===== src/rtl/bus_dev_endpoint.sv =====
// rtl/bus_dev_endpoint.sv - per-device bus endpoint: TX FIFO toward the arbiter, RX FIFO from it
// Optional destination filter on deliveries: BUS_DEV_ADDR_FILTER_EN.
module bus_dev_endpoint #(
  parameter int           pckg_sz   = 16,
  parameter int           depth     = 8,
  parameter logic [7:0]   id        = 8'd0,
  parameter logic [7:0]   broadcast = 8'h8F
) (
  input  logic               clk,
  input  logic               reset,
  input  logic               tx_valid,
  input  logic [pckg_sz-1:0] tx_data,
  output logic               tx_ready,
  output logic               pndng,
  output logic [pckg_sz-1:0] D_pop,
  input  logic               pop,
  input  logic               push,
  input  logic [pckg_sz-1:0] D_push,
  output logic               rx_valid,
  output logic [pckg_sz-1:0] rx_data,
  input  logic               rx_ready,
  output logic [7:0]         rx_drop_cnt,
  output logic               pop_err
);

  localparam int aw = $clog2(depth);
  localparam logic [aw:0] ptr_one = {{aw{1'b0}}, 1'b1};

  logic [pckg_sz-1:0] tx_mem [depth];
  logic [pckg_sz-1:0] rx_mem [depth];
  logic [aw:0]        tx_wr, tx_rd, rx_wr, rx_rd;
  logic               tx_empty, tx_full, rx_empty, rx_full;
  logic               tx_we, tx_re, rx_we, rx_re, rx_drop, addr_ok;

  // Equal pointers mean empty; equal index with differing wrap bit means full.
  assign tx_empty = (tx_wr == tx_rd);
  assign tx_full  = (tx_wr[aw] != tx_rd[aw]) && (tx_wr[aw-1:0] == tx_rd[aw-1:0]);
  assign rx_empty = (rx_wr == rx_rd);
  assign rx_full  = (rx_wr[aw] != rx_rd[aw]) && (rx_wr[aw-1:0] == rx_rd[aw-1:0]);

`ifdef BUS_DEV_ADDR_FILTER_EN
  assign addr_ok = (D_push[pckg_sz-1 -: 8] == id) || (D_push[pckg_sz-1 -: 8] == broadcast);
`else
  assign addr_ok = 1'b1;
`endif

  assign tx_we   = tx_valid && !tx_full;
  assign tx_re   = pop && !tx_empty;
  assign rx_we   = push && addr_ok && !rx_full;
  assign rx_drop = push && !rx_we;
  assign rx_re   = rx_ready && !rx_empty;

  // Arbiter-facing outputs depend only on registered state, never on pop.
  assign tx_ready = !tx_full;
  assign pndng    = !tx_empty;
  assign D_pop    = tx_empty ? '0 : tx_mem[tx_rd[aw-1:0]];
  assign rx_valid = !rx_empty;
  assign rx_data  = rx_empty ? '0 : rx_mem[rx_rd[aw-1:0]];

  always_ff @(posedge clk or negedge reset) begin
    if (!reset) begin
      tx_wr       <= '0;
      tx_rd       <= '0;
      rx_wr       <= '0;
      rx_rd       <= '0;
      rx_drop_cnt <= 8'd0;
      pop_err     <= 1'b0;
    end else begin
      if (tx_we) tx_wr <= tx_wr + ptr_one;
      if (tx_re) tx_rd <= tx_rd + ptr_one;
      if (rx_we) rx_wr <= rx_wr + ptr_one;
      if (rx_re) rx_rd <= rx_rd + ptr_one;
      if (rx_drop && rx_drop_cnt != 8'hFF) rx_drop_cnt <= rx_drop_cnt + 8'd1;
      if (pop && tx_empty) pop_err <= 1'b1;
    end
  end

  // Storage needs no reset: empty FIFOs mask their contents.
  always_ff @(posedge clk) begin
    if (tx_we) tx_mem[tx_wr[aw-1:0]] <= tx_data;
    if (rx_we) rx_mem[rx_wr[aw-1:0]] <= D_push;
  end

endmodule


===== config.mk =====
export PLATFORM = sky130hd
export DESIGN_NAME = bus_dev_endpoint
export DESIGN_NICKNAME = d
export VERILOG_FILES = /design/src/rtl/bus_dev_endpoint.sv
export SDC_FILE = /design/constraint.sdc
export NUM_CORES = 1
export LEC_CHECK = 0
export CAP_MARGIN = 20
export CORE_MARGIN = 5
export CORE_UTILIZATION = 60
export CTS_BUF_LIST = sky130_fd_sc_hd__clkbuf_4 sky130_fd_sc_hd__clkbuf_8
export DETAILED_ROUTE_END_ITERATION = 7
export PLACE_DENSITY = 0.81
export SYNTH_ARGS = -nofsm -noshare
export SYNTH_HDL_FRONTEND = slang
export SYNTH_SLANG_ARGS = --single-unit

===== constraint.sdc =====
create_clock -name clk -period 7.2 [get_ports clk]
set_input_delay 1.8 -clock clk [delete_from_list [all_inputs] [get_ports clk]]
set_output_delay 1.8 -clock clk [all_outputs]
set_load 0.02 [all_outputs]

==> impl_metrics.tcl <==
set metrics [dict create \
    maxSlewViolCount 0 \
    ys.flop_type "edfxtp_1" \
    min_path_type "reg2reg" \
    wl_microns 21200 \
    die_w_microns 146 \
    path_cells "buf_4, xnor2_1, and4b_1, nor2_1, clkdlybuf4s50_1" \
    grtUsageTotal_pct 20.5 \
    wl_per_cell_microns 22.8 \
    min_period_over_period_pct 68.2 \
    antenna_found_initial 0 \
    crit_type "reg2out" \
    worstPathArrival_ns 3.11 \
    ys_types 35 \
    place.gp.congestion 0.761 \
    cts_tree "yes" \
    cts.repair.resized 0 \
    cpMaxStageDelayCell "and4b_1" \
    outcome "finished, final reports clean" \
    maxSlewHeadroom_pct 30.4 \
    synth_compound_area_share_pct 0.157 \
    drt-initial-drc-count 383 \
    maxCapViolCount 0 \
    num_vias 5566 \
    synth_area_sq_um 11200 \
    antenna_left 0 \
    cts.clk_slew.worst_paths_ns 0.06 \
    hold_viol 0 \
    ios 82 \
    diodes 0 \
    drive_gt1_share_pct 24.9 \
    cts_setup_buffers 0 \
    fmax_mhz 204 \
    viasPerCell 5.99 \
    grt_pass1_wl_microns 33600 \
    hold_buffers 0 \
    fillers 1053 \
    synthMuxAreaShare_pct 16.6 \
    power.density_nw_per_um2 435 \
    worstMarginPinSlew_ns 1.04 \
    cts_buffers 45 \
    dp_hpwl_microns 12300 \
    synth_warnings 0 \
    rsz0062_at_grt "false" \
    rrSetupSlack_ns 4.64 \
    reg2reg_to "tx_mem[0][12]$_DFFE_PP_" \
    p_leak_nw 4.56 \
    power.total_mw 5.75 \
    synthAdderAreaFrac_pct 0.561 \
    root_buffer "clkbuf_8" \
    finalCriticalPeriod_ns 4.91 \
    synth-simple-area-share_pct 4.57 \
    hold_end "pop_err$_DFFE_PN0P_" \
    max_stage_delay_ns 0.82 \
    core_sq_um 18100 \
    syn_inst 546 \
    grt_max_degree 37 \
    end_kind "output pin" \
    synth.avg_cell_area_sq_um 20.4 \
    drc 0 \
    start_util_pct 61.5 \
    worst-endpoint-required_ns 5.40 \
    area_growth_pct 18.5 \
    clk-insertion-delay-late_ns 0.54 \
    portBuffers 81 \
    critPathLaunchType "flip-flop" \
    hold_depth 1 \
    worstHoldStart "pop_err$_DFFE_PN0P_" \
    ir_drop_mv 0.247 \
    dieArea_sq_um 21400 \
    dieHeight_microns 146 \
    r2r-start "tx_rd[1]$_DFFE_PN0P_" \
    synthArstFlopShare_pct 8.90 \
    reg2reg_depth 5 \
    syn_nets 589 \
    ys_seq_area_share_pct 74.5 \
    grt_pass1_vias 5885 \
    clock_skew_ns 0.0142 \
    synth-xor-area-share_pct 1.88 \
    grt_overflow 0 \
    synth_seq_cells 281 \
    dr.pass1.iters 5 \
    layout.nets 708 \
    setup_viol 0 \
    crit_path_max_fanout 36 \
    cts_buffer_depth 3 \
    rows 49 \
    synth_edf_count 256 \
    synth_top_family_by_area "multiplexers" \
    cts.sinks 281 \
    cts_max_level 2 \
    fin_setup_tns_ns 0 \
]
## per-layer routing
metal	GRT usage [%]	vias to the layer above	wire (microns)
met5	0	-	0
met4	6.44	0	428
met3	4.43	37	1210
met2	35.0	176	11200
met1	26.7	2906	8330
li1	-	2447	-
## sequential cells by signal (all words and copies together), names as in the netlist
name and cells:
pop_err 1, rx_drop_cnt 8, rx_mem 128, rx_rd 4, rx_wr 4, tx_mem 128, tx_rd 4, tx_wr 4
## worst max-delay path, delay by kind of cell (launching register included)
| kind | cells | cell delay [ns] |
|---|---|---|
| simple gates | 2 | 0.98 |
| flops | 1 | 0.32 |
| buf+inv | 2 | 1.02 |
| xor+xnor | 1 | 0.22 |
## how the worst max path moves through the flow
stage	from	endpoint	slack, ns	depth (start not counted)
2_1_floorplan	push	rx_mem[0][0]$_DFFE_PP_	3.53	3
3_3_place_gp	rx_wr[0]$_DFFE_PN0P_	rx_data[1]	2.84	4
3_5_place_dp	rx_wr[0]$_DFFE_PN0P_	rx_data[1]	2.82	4
4_1_cts	rx_wr[0]$_DFFE_PN0P_	rx_data[1]	2.22	4
5_1_grt	tx_rd[0]$_DFFE_PN0P_	D_pop[11]	2.07	5
6_report	tx_rd[1]$_DFFE_PN0P_	D_pop[1]	2.29	5
## cells in the mapped netlist, drive strengths merged (5+ instances only)
library cell	count	share of area, %
nand4	8	0.50
xnor2	13	1.0
mux2	6	0.67
nand2b	6	0.47
edfxtp	256	69
buf	21	1.3
inv	6	0.20
mux4	64	13
nor3	6	0.42
mux2i	34	3.1
dfrtp	25	5.6
nor2	51	1.7
nand3	8	0.36
ha	5	0.56
nand2	8	0.27
xor2	11	0.86
clkbuf	6	0.20
## placed cells by master, fill, tap and decap left out, types with 11 or more instances in the layout
master           instances
nor2_1                  51
mux4_2                  64
xnor2_1                 13
clkbuf_8                49
clkbuf_4                20
clkdlybuf4s50_1         81
mux2i_1                 34
dfrtp_1                 23
buf_4                   17
xor2_1                  11
edfxtp_1               256
## where the power goes
part | total (mW) | switching [mW] | internal, mW
Clock | 1.38 | 0.579 | 0.799
Sequential | 2.24 | 0.154 | 2.09
Combinational | 2.14 | 1.12 | 1.01
## cell type report
type,count,area [sq um],area share (%)
clock buffers,69,825,6.24
clock inverters,13,106,0.804
inverters,6,22.5,0.170
multi-input cells,232,2700,20.4
flip-flops and latches,281,8320,62.9
well taps,229,287,2.17
repair buffers,99,966,7.31
## kinds of logic (layout without fill, tap and decap cells)
| family | after synthesis | after routing |
|---|---|---|
| fa+ha+maj | 5 | 5 |
| flops | 281 | 281 |
| mux | 104 | 104 |
| compound gates | 2 | 2 |
| buf+inv | 33 | 187 |
| simple gates | 97 | 97 |
| xor+xnor | 24 | 24 |
## stage by stage
| step | worst slack, ns | std cells | hold WS [ns] | utilization, % | cell area, sq um |
|---|---|---|---|---|---|
| 2_1_floorplan | 3.53 | 546 | 0.460 | - | 11200 |
| 3_3_place_gp | 2.84 | 846 | 0.441 | 67.6 | 12300 |
| 3_5_place_dp | 2.82 | 847 | 0.471 | 67.7 | 12300 |
| 4_1_cts | 2.22 | 929 | 0.486 | 72.9 | 13200 |
| 5_1_grt | 2.07 | 929 | 0.518 | 72.9 | 13200 |
| 6_report | 2.29 | 929 | 0.474 | 72.9 | 13200 |
Power figures use the tool's default switching activity.
